--- src/rtl/fetch_pkg.sv ---
// Shared types and constants for the fetch controller slice.
package fetch_pkg;

    localparam int FETCH_ADDR_W   = 8;
    localparam int FETCH_DATA_W   = 8;
    localparam int FETCH_INSTR_W  = 16;
    localparam bit BYTE_ORDER_BIG = 1'b1;

    typedef enum logic [0:0] {
        S_HI = 1'b0,
        S_LO = 1'b1
    } fetch_state_e;

    typedef struct packed {
        logic [FETCH_INSTR_W-1:0] instr;
        logic [FETCH_ADDR_W-1:0]  pc;
    } fetch_entry_t;

endpackage

--- src/rtl/fetch_controller_if.sv ---
// Memory, redirect and decode-side signals of the fetch controller.
interface fetch_controller_if
    import fetch_pkg::*;
#(
    parameter int ADDRESS_WIDTH     = FETCH_ADDR_W,
    parameter int DATA_WIDTH        = FETCH_DATA_W,
    parameter int INSTRUCTION_WIDTH = FETCH_INSTR_W
);

    logic [ADDRESS_WIDTH-1:0]     mem_addr;
    logic                         mem_rd_en;
    logic [DATA_WIDTH-1:0]        mem_rdata;
    logic                         redirect_valid;
    logic [ADDRESS_WIDTH-1:0]     redirect_pc;
    logic                         instr_valid;
    logic                         instr_ready;
    logic [INSTRUCTION_WIDTH-1:0] instr;
    logic [ADDRESS_WIDTH-1:0]     instr_pc;
    logic                         align_fault;

    modport master (
        output mem_addr, mem_rd_en, instr_valid, instr, instr_pc, align_fault,
        input  mem_rdata, redirect_valid, redirect_pc, instr_ready
    );

    modport slave (
        input  mem_addr, mem_rd_en, instr_valid, instr, instr_pc, align_fault,
        output mem_rdata, redirect_valid, redirect_pc, instr_ready
    );

endinterface

--- src/rtl/instr_fifo.sv ---
// Small registered FIFO holding assembled instructions; flush empties it in one cycle.
module instr_fifo #(
    parameter int DEPTH = 2,
    parameter int WIDTH = 24
) (
    input  logic                   clk,
    input  logic                   reset,
    input  logic                   flush,
    input  logic                   push,
    input  logic [WIDTH-1:0]       push_data,
    input  logic                   pop,
    output logic [WIDTH-1:0]       head_data,
    output logic                   head_valid,
    output logic [$clog2(DEPTH):0] count
);

    localparam int PTR_W = $clog2(DEPTH);
    localparam logic [PTR_W:0] FULL_COUNT = (PTR_W+1)'(DEPTH);

    logic [WIDTH-1:0] mem_q [DEPTH];
    logic [WIDTH-1:0] mem_d [DEPTH];
    logic [PTR_W-1:0] rd_ptr_q, rd_ptr_d;
    logic [PTR_W-1:0] wr_ptr_q, wr_ptr_d;
    logic [PTR_W:0]   count_q, count_d;
    logic             do_push;
    logic             do_pop;

    // A push into a full buffer is legal only when the head leaves in the same cycle.
    always_comb begin
        mem_d    = mem_q;
        rd_ptr_d = rd_ptr_q;
        wr_ptr_d = wr_ptr_q;
        count_d  = count_q;
        do_pop   = pop && (count_q != '0);
        do_push  = push && ((count_q != FULL_COUNT) || do_pop);

        if (flush) begin
            rd_ptr_d = '0;
            wr_ptr_d = '0;
            count_d  = '0;
        end else begin
            if (do_push) begin
                mem_d[wr_ptr_q] = push_data;
                wr_ptr_d        = wr_ptr_q + 1'b1;
            end
            if (do_pop) begin
                rd_ptr_d = rd_ptr_q + 1'b1;
            end
            case ({do_push, do_pop})
                2'b10:   count_d = count_q + 1'b1;
                2'b01:   count_d = count_q - 1'b1;
                default: count_d = count_q;
            endcase
        end
    end

    always_ff @(posedge clk) begin
        if (reset) begin
            for (int i = 0; i < DEPTH; i++) begin
                mem_q[i] <= '0;
            end
            rd_ptr_q <= '0;
            wr_ptr_q <= '0;
            count_q  <= '0;
        end else begin
            mem_q    <= mem_d;
            rd_ptr_q <= rd_ptr_d;
            wr_ptr_q <= wr_ptr_d;
            count_q  <= count_d;
        end
    end

    assign head_data  = mem_q[rd_ptr_q];
    assign head_valid = (count_q != '0);
    assign count      = count_q;

endmodule

--- src/rtl/fetch_controller.sv ---
// Byte-wide instruction fetch: two reads per instruction, big-endian assembly, buffered to decode.
// Optional FETCH_ALIGN_CHECK_EN: odd redirect targets are forced even and flag align_fault.
module fetch_controller
    import fetch_pkg::*;
#(
    parameter int                         ADDRESS_WIDTH     = FETCH_ADDR_W,
    parameter int                         DATA_WIDTH        = FETCH_DATA_W,
    parameter int                         INSTRUCTION_WIDTH = FETCH_INSTR_W,
    parameter int                         PC_INCREMENT_VAL  = 2,
    parameter logic [ADDRESS_WIDTH-1:0]   RESET_PC          = '0,
    parameter int                         BUF_DEPTH         = 2
) (
    input  logic                clk,
    input  logic                reset,
    fetch_controller_if.master  bus
);

    localparam int                       CNT_W  = $clog2(BUF_DEPTH) + 1;
    localparam int                       ENTRY_W = INSTRUCTION_WIDTH + ADDRESS_WIDTH;
    localparam logic [ADDRESS_WIDTH-1:0] PC_INC = ADDRESS_WIDTH'(PC_INCREMENT_VAL);
    localparam logic [ADDRESS_WIDTH-1:0] ONE    = ADDRESS_WIDTH'(1);

    fetch_state_e             state_q, state_d;
    logic [ADDRESS_WIDTH-1:0] fetch_pc_q, fetch_pc_d;
    logic                     lo_pending_q, lo_pending_d;
    logic [DATA_WIDTH-1:0]    hi_q, hi_d;
    logic                     align_fault_q, align_fault_d;

    logic                     rd_req;
    logic [ADDRESS_WIDTH-1:0] rd_addr;
    logic [ADDRESS_WIDTH-1:0] hi_pc;
    logic                     space_ok;
    logic                     push;
    logic                     pop;
    fetch_entry_t             push_entry;
    fetch_entry_t             head_entry;
    logic                     head_valid;
    logic [CNT_W-1:0]         count;
    logic [ADDRESS_WIDTH-1:0] redirect_target;
    logic                     redirect_misaligned;

`ifdef FETCH_ALIGN_CHECK_EN
    assign redirect_misaligned = bus.redirect_pc[0];
    assign redirect_target     = {bus.redirect_pc[ADDRESS_WIDTH-1:1], 1'b0};
`else
    assign redirect_misaligned = 1'b0;
    assign redirect_target     = bus.redirect_pc;
`endif

    // A hi read issued alongside a push must target the instruction after the one being pushed.
    assign hi_pc    = lo_pending_q ? (fetch_pc_q + PC_INC) : fetch_pc_q;
    assign space_ok = (int'(count) + int'(lo_pending_q)) < BUF_DEPTH;
    assign pop      = head_valid && bus.instr_ready;

    always_comb begin
        state_d       = state_q;
        fetch_pc_d    = fetch_pc_q;
        lo_pending_d  = lo_pending_q;
        hi_d          = hi_q;
        align_fault_d = align_fault_q;
        rd_req        = 1'b0;
        rd_addr       = hi_pc;
        push          = 1'b0;
        push_entry    = '0;

        if (bus.redirect_valid) begin
            fetch_pc_d   = redirect_target;
            lo_pending_d = 1'b0;
            state_d      = S_HI;
            if (redirect_misaligned) begin
                align_fault_d = 1'b1;
            end
        end else begin
            if (lo_pending_q) begin
                push             = 1'b1;
                push_entry.instr = BYTE_ORDER_BIG ? {hi_q, bus.mem_rdata} : {bus.mem_rdata, hi_q};
                push_entry.pc    = fetch_pc_q;
                fetch_pc_d       = hi_pc;
                lo_pending_d     = 1'b0;
            end
            case (state_q)
                S_HI: begin
                    if (space_ok) begin
                        rd_req  = 1'b1;
                        rd_addr = hi_pc;
                        state_d = S_LO;
                    end
                end
                S_LO: begin
                    hi_d         = bus.mem_rdata;
                    rd_req       = 1'b1;
                    rd_addr      = fetch_pc_q + ONE;
                    lo_pending_d = 1'b1;
                    state_d      = S_HI;
                end
                default: state_d = S_HI;
            endcase
        end
    end

    always_ff @(posedge clk) begin
        if (reset) begin
            state_q       <= S_HI;
            fetch_pc_q    <= RESET_PC;
            lo_pending_q  <= 1'b0;
            hi_q          <= '0;
            align_fault_q <= 1'b0;
        end else begin
            state_q       <= state_d;
            fetch_pc_q    <= fetch_pc_d;
            lo_pending_q  <= lo_pending_d;
            hi_q          <= hi_d;
            align_fault_q <= align_fault_d;
        end
    end

    instr_fifo #(
        .DEPTH (BUF_DEPTH),
        .WIDTH (ENTRY_W)
    ) u_instr_fifo (
        .clk        (clk),
        .reset      (reset),
        .flush      (bus.redirect_valid),
        .push       (push),
        .push_data  (push_entry),
        .pop        (pop),
        .head_data  (head_entry),
        .head_valid (head_valid),
        .count      (count)
    );

    // Reads are suppressed while reset is held so memory sees no stray strobe.
    assign bus.mem_rd_en   = rd_req && !reset;
    assign bus.mem_addr    = rd_addr;
    assign bus.instr_valid = head_valid;
    assign bus.instr       = head_entry.instr;
    assign bus.instr_pc    = head_entry.pc;
    assign bus.align_fault = align_fault_q;

endmodule
--- src/flat_wrapper.sv ---
// flat-port wrapper written by rule: the top's interface ports become plain ports
module fetch_controller_flat import fetch_pkg::*;
#(
    parameter int                         ADDRESS_WIDTH     = FETCH_ADDR_W,
    parameter int                         DATA_WIDTH        = FETCH_DATA_W,
    parameter int                         INSTRUCTION_WIDTH = FETCH_INSTR_W,
    parameter int                         PC_INCREMENT_VAL  = 2,
    parameter logic [ADDRESS_WIDTH-1:0]   RESET_PC          = '0,
    parameter int                         BUF_DEPTH         = 2
)
  (clk, reset, bus_mem_addr, bus_mem_rd_en, bus_instr_valid, bus_instr, bus_instr_pc, bus_align_fault, bus_mem_rdata, bus_redirect_valid, bus_redirect_pc, bus_instr_ready);
  fetch_controller_if #(.ADDRESS_WIDTH(ADDRESS_WIDTH), .DATA_WIDTH(DATA_WIDTH), .INSTRUCTION_WIDTH(INSTRUCTION_WIDTH)) bus_i ();
  input  logic clk;
  input  logic reset;
  output wire logic [$bits(bus_i.mem_addr)-1:0] bus_mem_addr;
  output wire logic [$bits(bus_i.mem_rd_en)-1:0] bus_mem_rd_en;
  output wire logic [$bits(bus_i.instr_valid)-1:0] bus_instr_valid;
  output wire logic [$bits(bus_i.instr)-1:0] bus_instr;
  output wire logic [$bits(bus_i.instr_pc)-1:0] bus_instr_pc;
  output wire logic [$bits(bus_i.align_fault)-1:0] bus_align_fault;
  input wire logic [$bits(bus_i.mem_rdata)-1:0] bus_mem_rdata;
  input wire logic [$bits(bus_i.redirect_valid)-1:0] bus_redirect_valid;
  input wire logic [$bits(bus_i.redirect_pc)-1:0] bus_redirect_pc;
  input wire logic [$bits(bus_i.instr_ready)-1:0] bus_instr_ready;
  assign bus_mem_addr = bus_i.mem_addr;
  assign bus_mem_rd_en = bus_i.mem_rd_en;
  assign bus_instr_valid = bus_i.instr_valid;
  assign bus_instr = bus_i.instr;
  assign bus_instr_pc = bus_i.instr_pc;
  assign bus_align_fault = bus_i.align_fault;
  assign bus_i.mem_rdata = bus_mem_rdata;
  assign bus_i.redirect_valid = bus_redirect_valid;
  assign bus_i.redirect_pc = bus_redirect_pc;
  assign bus_i.instr_ready = bus_instr_ready;
  fetch_controller #(.ADDRESS_WIDTH(ADDRESS_WIDTH), .DATA_WIDTH(DATA_WIDTH), .INSTRUCTION_WIDTH(INSTRUCTION_WIDTH), .PC_INCREMENT_VAL(PC_INCREMENT_VAL), .RESET_PC(RESET_PC), .BUF_DEPTH(BUF_DEPTH)) u_core (.clk(clk), .reset(reset), .bus(bus_i));
endmodule
--- config.mk ---
export PLATFORM = sky130hd
export DESIGN_NAME = fetch_controller_flat
export DESIGN_NICKNAME = d
export VERILOG_FILES = /design/src/rtl/fetch_pkg.sv /design/src/rtl/fetch_controller_if.sv /design/src/rtl/instr_fifo.sv /design/src/rtl/fetch_controller.sv /design/src/flat_wrapper.sv
export SDC_FILE = /design/constraint.sdc
export NUM_CORES = 1
export LEC_CHECK = 0
export ABC_AREA = 1
export CORE_ASPECT_RATIO = 1.2
export CORE_MARGIN = 3
export CORE_UTILIZATION = 45
export DETAILED_ROUTE_END_ITERATION = 6
export HOLD_SLACK_MARGIN = 0.02
export PLACE_DENSITY_LB_ADDON = 0.1
export SYNTH_ARGS = -nofsm -noshare
export SYNTH_HDL_FRONTEND = slang
export SYNTH_SLANG_ARGS = --single-unit
export TNS_END_PERCENT = 30
--- constraint.sdc ---
create_clock -name clk -period 3.32 [get_ports clk]
set_input_delay 0.498 -clock clk [delete_from_list [all_inputs] [get_ports clk]]
set_output_delay 0.498 -clock clk [all_outputs]
set_load 0.1 [all_outputs]
# Word-level counts from Yosys, hierarchy flattened
# Index checks and enable logic that the tools add are counted.
# totals
ff_bits	70
latch_bits	0
ramBits	0
romBits	0
inputBits	20
output_inout_bits	35
elab_cells	61
mem_count	0
# op_classes
addsub	7
mul	0
div_mod_pow	0
order_cmp	4
eq_ne	3
shifts	0
mux	21
bitwise	4
reduce_logical	13
# ops
operator	n
24-bit 2-to-1 mux	6
48-bit bitwise mux	1
32-bit by 3-bit less-than comparator with 1-bit output (second input constant)	1
8-bit 2-to-1 mux	4
24-bit demux with 1-bit select	1
8-bit one-hot mux with 2 select lines	1
8-bit by 1-bit adder with 8-bit output (second input constant)	1
8-bit by 2-bit adder with 8-bit output (second input constant)	1
2-bit nonzero test	3
1-bit logical AND	5
1-bit 2-to-1 mux	5
2-bit greater-or-equal comparator (second input constant)	2
1-bit inverter with 2-bit output	2
1-bit one-hot mux with 2 select lines	2
2-bit one-hot mux with 2 select lines	1
2-bit AND reduction	2
2-bit by 1-bit adder with 3-bit output	1
1-bit adder (second input constant)	2
2-bit by 1-bit adder with 2-bit output (second input constant)	1
2-bit by 1-bit equality test with 1-bit output (second input constant)	1
2-bit equality test (second input constant)	1
2-bit by 1-bit less-than comparator with 1-bit output (second input constant)	1
2-bit inequality test (second input constant)	1
1-bit inverter	2
4 further kinds	4

# Logic depth before layout (Yosys ltp)
# depth
depth_word	7
ltp_mapped	8

# Hierarchy
# A second synthesis with hierarchy kept.
# unflattened
hier_cells	649
hier_area_um2	3940.0
# modules_own_cells
mod	n_inst	cells_per_inst	area_per_inst_um2	seq_area_each_um2
instr_fifo	1	439	2672.6	1041.0
fetch_controller	1	210	1267.5	360.3

# Worst setup path after synthesis
# OpenSTA, ideal clock, no wires.
# synth_timing
kind	input-to-output
from	input port bus_redirect_valid
to	output port bus_mem_rd_en
t_arrival_ps	2994
setup_slack_ps	-172
cell_stages	4
n_path_buf	1
cell_sequence	inv_4 > nand2_2 > buf_2 > o21ai_0
# synth_between
elab_chain_len	2
# synth_lines
item	line	rtl
start: declaration	flat_wrapper.sv:22	input wire logic [$bits(bus_i.redirect_valid)-1:0] bus_redirect_valid;
1-bit 2-to-1 mux	fetch_controller.sv:66	if (bus.redirect_valid) begin
1-bit logical AND	fetch_controller.sv:133	assign bus.mem_rd_en = rd_req && !reset;
end: declaration	flat_wrapper.sv:16	output wire logic [$bits(bus_i.mem_rd_en)-1:0] bus_mem_rd_en;
# No other way between the ends.

# Worst setup path in the final report
# layout_timing
from	register u_core.fetch_pc_q[2]
to	output port bus_mem_addr[3]
# layout_between
elab_chain_len	4
# layout_lines
item	line	rtl
start: declaration	fetch_controller.sv:24	logic [ADDRESS_WIDTH-1:0] fetch_pc_q, fetch_pc_d;
start signal: assignment	fetch_controller.sv:110	fetch_pc_q <= fetch_pc_d;
8-bit by 2-bit adder with 8-bit output	fetch_controller.sv:51	assign hi_pc = lo_pending_q ? (fetch_pc_q + PC_INC) : fetch_pc_q;
8-bit 2-to-1 mux	fetch_controller.sv:51	
8-bit one-hot mux with 2 select lines	fetch_controller.sv:81	case (state_q)
8-bit 2-to-1 mux (*)	fetch_controller.sv:66	
end: declaration	flat_wrapper.sv:15	output wire logic [$bits(bus_i.mem_addr)-1:0] bus_mem_addr;
# Mark *: on every way between the ends. The rest lies on a longest branch, timed or not.

==> results.md <==
- Grt total ovfl: 0
- Skew final: between 0.01 and 0.015 ns
- Clk root buf: clkbuf_8
- CP endpoint kind: output pin
- Most frequent cell after synthesis: nand2_1
- Die width: roughly 84 µm
- Via density: 4.99
- Worst slew margin: 62.4%
- Hold Fails Final Rpt: 0
- Wire length per cell: roughly 13 µm
- Crit path launch type: flop
- Post-DP HPWL: 5220 µm
- Peak supply drop: 0.227 mV
- Critical Path Source: u_core.fetch_pc_q[2]$_SDFFE_PP0N_
- Top cells by instance count after synthesis: nand2_1 (100), nor2_1 (93), dfxtp_1 (70)
- Antenna cells: 0
- Total CTS buffers: 9
- Post-route setup slack: 0.800 ns
- PwrDens: around 510 nW/µm²
- Skew-Pair Late Insertion Delay: 0.34 ns
- Crit-path cells: ha_1 > nand2_1 > xor2_1 > nor2_1 > a31oi_1 > buf_12
- Antenna-violating nets left: 0
- Area delta synth->final: 26.5%
- Worst R2R Start: u_core.lo_pending_q$_SDFF_PP0_
- Gpl congestion: around 0.88
- Full die area: 8270 µm²
- Core ar.: 6940 µm²
- Leakage: 1.84 nW
- Post-synthesis cell count: around 470
- Vias: 3,006
- Outcome: complete, no violations
- Area fraction of the dominant cell type after synthesis: 43.2%
- Post-CTS Setup Inserts: 0
- Main area contributors after synthesis: dfxtp_1 (43%), nand2_1 (12%), nor2_1 (11%), o21ai_1 (6.5%), o21ai_0 (5.1%)
- Mapped cell area: 3250 µm²
- Max-Cap Viols: 0
- Minimum clock period: 2.52 ns
- Share of layout cells above drive strength 1: 13.6%
- Pre-CTS setup slack: approximately 0.86 ns
- Yosys reg bits: 70
- 1st-iter DRT viols: 150
- Syn Area/Cell: between 6 and 7 µm²
- Req. time, crit path: 2.82 ns
- Initial antenna violation count: 0
- Starting density of the core: 46.8%
- CTS Sinks: 70
- Cell taking the most area after synthesis: dfxtp_1
- H-tree depth: 3
- Top FF cell, synth: dfxtp_1
- Unrepaired setup endpoints after global routing: false
- Placement Rows: 33
- # IOs: between 50 and 60
- Buf+Inv Stages, Crit Path: 1
- Arr. time, crit path: a little over 2 ns
- Crit path depth: 6
- CP delay by family, top: flip-flops
- Post-Syn Nets: 492
- First-pass GRT wire length: between 10,000 and 15,000 µm
- DRC errors left: 0
- Netlist cell types: 30
- CTS Buffer Depth: 2
- Largest net degree at the start of global routing: 57
- Crit path capture: bus_mem_addr[3]
- Seq/Total Area, Yosys: 43.2%
- Peak Freq: 397 MHz
- Chip Height: 99.0 µm
- CTS tree: yes
- Final Max Tran Viols: 0
- Post-Route WL: slightly below 8000 µm
- Vias in the first global route: 2,906
- RR Endpoint: u_core.u_instr_fifo.mem_q[17]$_SDFFE_PP0P_
- Crit Path Max Fanout: 10
- Port Buffers: 53
- CP max stage delay: between 0.5 and 0.6 ns
- DRT Pass-1 Iters: 4
- Period utilization: between 70% and 80%
- TNS Setup: 0 ns
- Worst hold path class: flop to flop
- Setup CP Type: flop to output pin
- Clock transition at the registers of the reported paths: 0.07 ns
- Post-synth EDFFs: 0
- Flop2flop setup slack: 1.47 ns
- Hold Buf Count CTS: 0
- Cts repair resizes: 0
- Post-synth ARST share: 0%
- Worst-Margin Slew: ~0.56 ns
- Setup Viol. Count Final: 0
- NumNets Final: 535
- Synth warn: 0
- Cell count of the worst reg-to-reg path: 6
- GR Util All Layers: around 20%
- CP max stage cell: dfxtp_1
-- sequential cells by signal (all words and copies together), names as in the netlist --
name,cells
u_core.hi_q,8
u_core.u_instr_fifo.mem_q,48
u_core.u_instr_fifo.count,2
u_core.fetch_pc_q,8
u_core.u_instr_fifo.rd_ptr_q,1
u_core.lo_pending_q,1
u_core.state_q,1
u_core.u_instr_fifo.wr_ptr_q,1
-- worst reg2reg max path, delay by kind of cell, from the launching register on --
kind            cells  cell delay [ns]
compound gates      1             0.13
buf+inv             2             0.49
flops               1             0.61
simple gates        3             0.56
-- cells by family (layout without fill, tap and decap cells) --
logic type	after synthesis	after routing	share of synthesized area, %
XOR/XNOR	5	5	1.35
other	1	1	0.116
AO/OA/AOI/OAI	104	104	16.5
AND/OR/NAND/NOR	216	216	27.2
buffers and inverters	66	114	9.56
adder cells (fa/ha/maj)	4	4	1.54
flip-flops	70	70	43.2
multiplexers	2	2	0.617
-- layout by cell type, fill, tap and decap left out, drive strengths merged, types with 11 or more instances in the layout --
master | Yosys | routed
a21oi | 26 | 26
buf | 15 | 40
clkbuf | 12 | 11
clkdlybuf4s50 | 0 | 19
dfxtp | 70 | 70
inv | 39 | 39
nand2 | 104 | 104
nand3 | 16 | 16
nor2 | 93 | 93
o21ai | 75 | 75
-- worst min-delay path by stage --
stage                                                           from                                         end  slack (ns)  cells past startpoint
after CTS                                  u_core.state_q$_SDFF_PP0_                   u_core.state_q$_SDFF_PP0_        0.45                      1
final                     u_core.u_instr_fifo.mem_q[18]$_SDFFE_PP0P_  u_core.u_instr_fifo.mem_q[18]$_SDFFE_PP0P_        0.45                      2
after detailed placement                   u_core.state_q$_SDFF_PP0_                   u_core.state_q$_SDFF_PP0_        0.44                      1
after global placement    u_core.u_instr_fifo.mem_q[33]$_SDFFE_PP0P_  u_core.u_instr_fifo.mem_q[33]$_SDFFE_PP0P_        0.43                      2
after global routing                       u_core.state_q$_SDFF_PP0_                   u_core.state_q$_SDFF_PP0_        0.47                      1
after floorplan                            u_core.state_q$_SDFF_PP0_                   u_core.state_q$_SDFF_PP0_        0.41                      1
-- where the power goes --
| group | total (W) | switching (W) | internal [W] |
|---|---|---|---|
| clock | 0.000929 | 0.000312 | 0.000618 |
| combinational | 0.000274 | 0.000184 | 0.0000893 |
| sequential | 0.000875 | 0.0000182 | 0.000856 |
| total | 0.00208 | 0.000514 | 0.00156 |
-- stage by stage --
stage	hold slack, ns	area (µm²)	std cells	utilization, %	total power (W)
3_5_place_dp	0.440	3830	587	55.2	0.00117
4_1_cts	0.452	4110	603	59.2	0.00210
3_3_place_gp	0.433	3830	587	55.2	0.00117
2_1_floorplan	0.412	3250	468	-	0.00107
6_report	0.447	4110	603	59.2	0.00208
5_1_grt	0.470	4110	603	59.2	0.00216
-- cell type report --
| cell class | instances | area, µm² |
|---|---|---|
| clock buffer | 11 | 151 |
| inverter | 39 | 154 |
| fill | 666 | 2830 |
| clock inverter | 5 | 129 |
| tap | 87 | 109 |
| multi-input combinational | 332 | 1530 |
| timing repair buffer | 59 | 628 |
| sequential | 70 | 1400 |
-- metal layers --
metal  share of wire, %  routed length (µm)  global-route usage [%]
met1                 45                3440                    24.7
met2                 49                3780                    34.2
met3                4.5                 349                    3.85
met4                1.9                 145                    7.43
met5                  0                   0                       0
Power figures use the tool's default switching activity.
